File: config.mk
export PLATFORM = sky130hd
export DESIGN_NAME = sprite_line_matcher
export DESIGN_NICKNAME = d
export VERILOG_FILES = /design/src/rtl/sprite_line_pkg.sv /design/src/rtl/sprite_line_matcher_pingpong.sv /design/src/rtl/sprite_line_matcher.sv
export SDC_FILE = /design/constraint.sdc
export NUM_CORES = 2
export LEC_CHECK = 0
export ABC_AREA = 1
export CAP_MARGIN = 20
export CORE_UTILIZATION = 50
export CTS_CLUSTER_DIAMETER = 40
export DETAILED_ROUTE_END_ITERATION = 7
export PLACE_DENSITY = 0.67
export SLEW_MARGIN = 20
export SYNTH_ARGS = -nofsm -noshare
export SYNTH_HDL_FRONTEND = slang
export SYNTH_SLANG_ARGS = --single-unit
File: constraint.sdc
create_clock -name clk_draw -period 9.09 [get_ports clk_draw]
set_input_delay 0.909 -clock clk_draw [delete_from_list [all_inputs] [get_ports clk_draw]]
set_output_delay 0.909 -clock clk_draw [all_outputs]
set_load 0.01 [all_outputs]
File: src/rtl/sprite_line_pkg.sv
// Shared types and default sizing for the per-scanline sprite matcher.
// Pure declarations: no latency or flow-control behaviour of its own.
package sprite_line_pkg;

    localparam int DEF_NUM_SPRITES  = 512;
    localparam int DEF_MAX_PER_LINE = 64;
    localparam int DEF_Y_W          = 11;
    localparam int DEF_H_W          = 4;
    localparam int DEF_ROW_SHIFT    = 4;
    localparam int DEF_IDX_W        = $clog2(DEF_NUM_SPRITES);

    typedef enum logic [1:0] {
        ST_IDLE,
        ST_SCAN,
        ST_DRAIN
    } scan_state_t;

    typedef struct packed {
        logic [DEF_IDX_W-1:0] sprite;
        logic [DEF_Y_W-1:0]   row;
    } active_entry_t;

endpackage

File: src/rtl/sprite_line_matcher_pingpong.sv
// Two-bank active list: one write port into bank wr_bank, one read port on the other bank.
// Read data registered (1 cycle); no backpressure, writes always accepted.
module active_list_pingpong #(
    parameter int DEPTH = 64,
    parameter int DW    = 20,
    parameter int AW    = $clog2(DEPTH)
) (
    input  logic          clk_draw,
    input  logic          rst_draw_n,
    input  logic          wr_bank,
    input  logic          wr_en,
    input  logic [AW-1:0] wr_addr,
    input  logic [DW-1:0] wr_data,
    input  logic [AW-1:0] rd_addr,
    output logic [DW-1:0] rd_data
);

    logic [DW-1:0] mem0 [DEPTH];
    logic [DW-1:0] mem1 [DEPTH];

    // List storage is deliberately left unreset; rd_count gates what is meaningful.
    always_ff @(posedge clk_draw) begin
        if (wr_en) begin
            if (wr_bank) begin
                mem1[wr_addr] <= wr_data;
            end else begin
                mem0[wr_addr] <= wr_data;
            end
        end
    end

    always_ff @(posedge clk_draw or negedge rst_draw_n) begin
        if (!rst_draw_n) begin
            rd_data <= '0;
        end else begin
            rd_data <= wr_bank ? mem0[rd_addr] : mem1[rd_addr];
        end
    end

endmodule

File: src/rtl/sprite_line_matcher.sv
// Per-scanline sprite Y matcher: scans the sprite table, builds a ping-pong active list.
// Scan takes NUM_SPRITES+1 cycles after line; read port 1-cycle latency; no backpressure.
module sprite_line_matcher
    import sprite_line_pkg::*;
#(
    parameter int NUM_SPRITES  = DEF_NUM_SPRITES,
    parameter int MAX_PER_LINE = DEF_MAX_PER_LINE,
    parameter int Y_W          = DEF_Y_W,
    parameter int H_W          = DEF_H_W,
    parameter int ROW_SHIFT    = DEF_ROW_SHIFT,
    parameter int IDX_W        = $clog2(NUM_SPRITES),
    parameter int CNT_W        = $clog2(MAX_PER_LINE) + 1
) (
    input  logic             clk_draw,
    input  logic             rst_draw_n,
    input  logic             enable,
    input  logic             line,
    input  logic [Y_W-1:0]   sy,
    output logic             tbl_rd_en,
    output logic [IDX_W-1:0] tbl_addr,
    input  logic [Y_W-1:0]   tbl_y,
    input  logic [H_W-1:0]   tbl_height,
    input  logic             tbl_y_flip,
    input  logic [CNT_W-2:0] rd_index,
    output logic [IDX_W-1:0] rd_sprite,
    output logic [Y_W-1:0]   rd_row,
    output logic             rd_valid,
    output logic [CNT_W-1:0] rd_count,
    output logic             overflow,
    output logic             incomplete,
    output logic             busy
);

    localparam int SPAN_W = H_W + ROW_SHIFT;
    localparam int CW     = (Y_W + 1 > SPAN_W) ? Y_W + 1 : SPAN_W;
    localparam int AW     = CNT_W - 1;
    localparam logic [IDX_W-1:0] LAST_IDX = IDX_W'(NUM_SPRITES - 1);
    localparam logic [CNT_W-1:0] CAP      = CNT_W'(MAX_PER_LINE);

    scan_state_t      state;
    logic             bank;
    logic [CNT_W-1:0] wr_cnt;
    logic             wr_ovf;
    logic [Y_W-1:0]   sy_l;
    logic             rsp_vld;
    logic [IDX_W-1:0] rsp_idx;

    logic [CW-1:0]    d;
    logic [CW-1:0]    span;
    logic [Y_W-1:0]   row;
    logic             hit;
    logic             room;
    logic             wr_en;

    // Widened subtraction so a sprite above the line can never wrap into a match.
    assign d     = CW'(sy_l) - CW'(tbl_y);
    assign span  = CW'(tbl_height) << ROW_SHIFT;
    assign hit   = rsp_vld && (sy_l >= tbl_y) && (d < span);
    assign row   = tbl_y_flip ? Y_W'(span - CW'(1) - d) : Y_W'(d);
    assign room  = wr_cnt < CAP;
    assign wr_en = hit && room && !line;

    always_ff @(posedge clk_draw or negedge rst_draw_n) begin
        if (!rst_draw_n) begin
            state      <= ST_IDLE;
            bank       <= 1'b0;
            wr_cnt     <= '0;
            wr_ovf     <= 1'b0;
            sy_l       <= '0;
            rsp_vld    <= 1'b0;
            rsp_idx    <= '0;
            tbl_rd_en  <= 1'b0;
            tbl_addr   <= '0;
            busy       <= 1'b0;
            rd_count   <= '0;
            overflow   <= 1'b0;
            incomplete <= 1'b0;
            rd_valid   <= 1'b0;
        end else begin
            rd_valid <= CNT_W'(rd_index) < rd_count;
            if (line) begin
                // Hand the finished list to the reader; any response still in flight is dropped.
                bank       <= ~bank;
                rd_count   <= wr_cnt;
                overflow   <= wr_ovf;
                incomplete <= (state != ST_IDLE);
                wr_cnt     <= '0;
                wr_ovf     <= 1'b0;
                sy_l       <= sy;
                rsp_vld    <= 1'b0;
                tbl_addr   <= '0;
                state      <= enable ? ST_SCAN : ST_IDLE;
                tbl_rd_en  <= enable;
                busy       <= enable;
            end else begin
                rsp_vld <= tbl_rd_en;
                rsp_idx <= tbl_addr;
                if (hit) begin
                    if (room) begin
                        wr_cnt <= wr_cnt + CNT_W'(1);
                    end else begin
                        wr_ovf <= 1'b1;
                    end
                end
                case (state)
                    ST_SCAN: begin
                        if (tbl_addr == LAST_IDX) begin
                            state     <= ST_DRAIN;
                            tbl_rd_en <= 1'b0;
                        end else begin
                            tbl_addr <= tbl_addr + IDX_W'(1);
                        end
                    end
                    ST_DRAIN: begin
                        state <= ST_IDLE;
                        busy  <= 1'b0;
                    end
                    default: state <= ST_IDLE;
                endcase
            end
        end
    end

    active_list_pingpong #(
        .DEPTH (MAX_PER_LINE),
        .DW    (IDX_W + Y_W),
        .AW    (AW)
    ) u_list (
        .clk_draw   (clk_draw),
        .rst_draw_n (rst_draw_n),
        .wr_bank    (bank),
        .wr_en      (wr_en),
        .wr_addr    (wr_cnt[AW-1:0]),
        .wr_data    ({rsp_idx, row}),
        .rd_addr    (rd_index),
        .rd_data    ({rd_sprite, rd_row})
    );

endmodule

==> flow_metrics.env <==
export IMPL_drtIter0Drc=11300
export IMPL_cts_buffer_depth=4
export IMPL_setup_violations=0
export IMPL_ctsResizeCount=0
export IMPL_vias=71800
export IMPL_yosysTopAreaCell="edfxtp_1"
export IMPL_area_growth_pct=13.8
export IMPL_fin_crit_ps=5270
export IMPL_cts_root_buf="clkbuf_16"
export IMPL_critPathRequiredTime_ps=9610
export IMPL_rsz0062_at_grt="false"
export IMPL_dr_pass1_iters=7
export IMPL_grt_overflow=0
export IMPL_path_cells="clkdlybuf4s50_1, inv_1, ha_1, nand2_1, inv_1, nand2_1, nand2_1, a21oi_1, o21ai_0, xnor2_1, inv_1, ha_1, nor2_1, a21boi_0, nand2_1, nor2_2, nand2_1, nor2_4, nand2_8, nor2_2"
export IMPL_synthFlopType="edfxtp_1"
export IMPL_grt_start_max_net_pins=205
export IMPL_final_max_slew_viol_count=0
export IMPL_slowest_delay_ps=1090
export IMPL_rows=169
export IMPL_critPathTopFamily="simple AND/OR/NAND/NOR gates"
export IMPL_synth_cell_type_count=33
export IMPL_relSlewSlack_pct=16.7
export IMPL_synth_commonest_cells="2787 x nand2_1, 2560 x edfxtp_1, 2550 x nand3_1"
export IMPL_async_reset_ff_share_pct=2.77
export IMPL_ys_seq_area_share_pct=73.9
export IMPL_skew_ps=78.3
export IMPL_cp_num_buf_inv=4
export IMPL_syn_area_sq_um=107000
export IMPL_max_freq_mhz=190
export IMPL_crit_path_max_fanout=64
export IMPL_min_path_type="flop to flop"
export IMPL_critPathCaptureType="flop"
export IMPL_syn_nets=9031
export IMPL_synth_seq_cells=2633
export IMPL_cts_buffers=339
export IMPL_num_nets_final=8954
export IMPL_drc=0
export IMPL_die_h_microns=464
export IMPL_grt_use_total_pct=29.1
export IMPL_worst_pin_slew_ps=1240
export IMPL_cp_data_arrival_time_ps=5790
export IMPL_maxCapViolCount=0
export IMPL_fp_dieArea_sq_um=215000
export IMPL_synth_top_area_share_pct=72.2
export IMPL_cts_tree="yes"
export IMPL_place_hpwl_microns=183000
export IMPL_ys_warn_count=0
export IMPL_die_w_microns=464
export IMPL_htree_levels=5
export IMPL_fin_setup_tns_ps=0
export IMPL_path_common_cell="nand2_1"
export IMPL_wire_per_inst_microns=26.7
export IMPL_synth_edf_count=2560
export IMPL_clk_latency_ps=980
export IMPL_initial_core_util_pct=50.3
export IMPL_p_per_area_nw_per_um2=250
export IMPL_post_cts_buffers=0
export IMPL_yosysMostFrequentCell="nand2_1"
export IMPL_ant_nets=0
export IMPL_fill_cells=16900
export IMPL_viasPerCell=6.01
export IMPL_critical_path_class="primary input to flop"
export IMPL_grt_pass1_wl_microns=456000
export IMPL_routed_wl_microns=319000
export IMPL_syn_avg_cell_area_sq_um=11.9
export IMPL_finalHoldViolCount=0
export IMPL_fin_cells=12000
export IMPL_startpoint_type="primary input"
export IMPL_whs_ps=482
export IMPL_hold_buffers=1
export IMPL_grt_pass1_vias=67700
export IMPL_placed_cells=11400
export IMPL_gp_congestion=0.954
export IMPL_peakVddDrop_mv=0.261
export IMPL_antenna_found_initial=6
export IMPL_portBuffers=77
export IMPL_syn_inst=8962
export IMPL_core_sq_um=212000
export IMPL_cp_slowest_cell="nor2_2"
export IMPL_finalCritPeriodShare_pct=58.0
export IMPL_clkSinkCount=2633
export IMPL_status="complete, no violations"
export IMPL_p_leak_nw=42.8
export IMPL_layout_drive_gt1_share_pct=8.71
export IMPL_io_pins=78
export IMPL_clk_pin_slew_ps=50
export IMPL_synth_area_leaders="edfxtp_1 72%, nand3_1 12%, nand2_1 9.8%, dfrtp_1 1.7%, clkbuf_1 1.2%"
area by class of cell:
| type | count | area [sq um] | share of cell area [%] |
|---|---|---|---|
| clock buffer | 392 | 8920 | 7.36 |
| timing repair buffer | 170 | 1770 | 1.46 |
| tap | 2821 | 3530 | 2.91 |
| clock inverter | 204 | 2350 | 1.94 |
| inverter | 96 | 392 | 0.323 |
| sequential | 2633 | 78700 | 65.0 |
| multi-input combinational | 5645 | 25500 | 21.0 |
| antenna | 2 | 5.00 | 0.00413 |
routing by layer:
metal  GRT usage, %  share of wire [%]  vias to the layer above
met4           16.2                6.1                        0
li1               -                  -                    31700
met1           39.2                 38                    34900
met3           6.23                 11                      733
met2           44.2                 45                     4460
met5              0                  0                        -
cells by family (layout without fill, tap and decap cells):
| logic type | after synthesis | after routing | synth area share [%] |
|---|---|---|---|
| xor gates and xnor gates | 22 | 22 | 0.181 |
| adders and majority gates | 32 | 32 | 0.383 |
| buffers and inverters | 684 | 862 | 2.67 |
| muxes | 1 | 1 | 0.00940 |
| AOI/OAI and AO/OA | 57 | 57 | 0.287 |
| other | 0 | 2 | 0 |
| DFF | 2633 | 2633 | 73.9 |
| and+or+nand+nor | 5533 | 5533 | 22.6 |
through the flow:
stage / total power [W] / cell area [sq um] / worst slack (ps) / utilization, %
after detailed placement: 0.0171 / 110000 / 2940 / 51.8
after global placement: 0.0171 / 110000 / 2910 / 51.8
final: 0.0303 / 121000 / 3820 / 57.2
after floorplan: 0.0157 / 107000 / 464 / -
after CTS: 0.0304 / 121000 / 3940 / 57.1
after global routing: 0.0310 / 121000 / 3450 / 57.2
placed cells by master, fill, tap and decap left out, types with 14 or more instances in the layout:
cell             synthesis  final
xor2_1                  16     14
nor2_2                   6    123
nand2_1               2787   2787
clkinv_2                 0     23
edfxtp_1              2560   2560
inv_1                   92     90
clkbuf_16                0    348
ha_1                    31     31
o21ai_0                 34     30
buf_12                   0     22
clkdlybuf4s50_1          0     69
nor2_1                 161     37
clkinvlp_4               0     27
clkinv_1                 1     25
dfrtp_1                 73     64
nand3_1               2550   2550
inv_6                    0     50
buf_4                    0     68
bufinv_16                0     35
clkinv_4                 0     32
clkbuf_1               335     39
power by group:
group          internal (W)  total (W)  switching (W)
clock network       0.00812     0.0134        0.00529
logic              0.000535    0.00282        0.00228
registers            0.0140     0.0141       0.000152
worst register-to-register path, delay by kind of cell (launching register included):
family / cells / cell delay (ps)
AND/OR/NAND/NOR: 10 / 2730
AO/OA/AOI/OAI: 3 / 590
XOR/XNOR: 1 / 380
adder cells (fa/ha/maj): 2 / 540
flip-flops: 1 / 390
buffers and inverters: 2 / 130
flip-flops by register name (all words and copies together), names as in the netlist:
name	flops
u_list.mem0	1280
u_list.mem1	1280
u_list.rd_data	20
sy_l	11
rsp_idx	9
tbl_addr	9
rd_count	7
wr_cnt	7
state	2
bank	1
busy	1
incomplete	1
overflow	1
rd_valid	1
rsp_vld	1
tbl_rd_en	1
wr_ovf	1
final timing paths:
path                                  from  cells past startpoint  slack [ps]                  to
worst min-delay path               sy_l[2]                      2         480             sy_l[2]
worst min register to register     sy_l[2]                      2         480             sy_l[2]
worst max register to register     sy_l[4]                     18        3920  u_list.mem0[17][1]
max in group asynchronous       rst_draw_n                      3        7520          rsp_idx[1]
min in group asynchronous       rst_draw_n                      2         530  u_list.rd_data[19]
worst max-delay path              tbl_y[4]                     20        3820  u_list.mem0[17][1]
No activity file was read; power rests on OpenSTA's default activity.
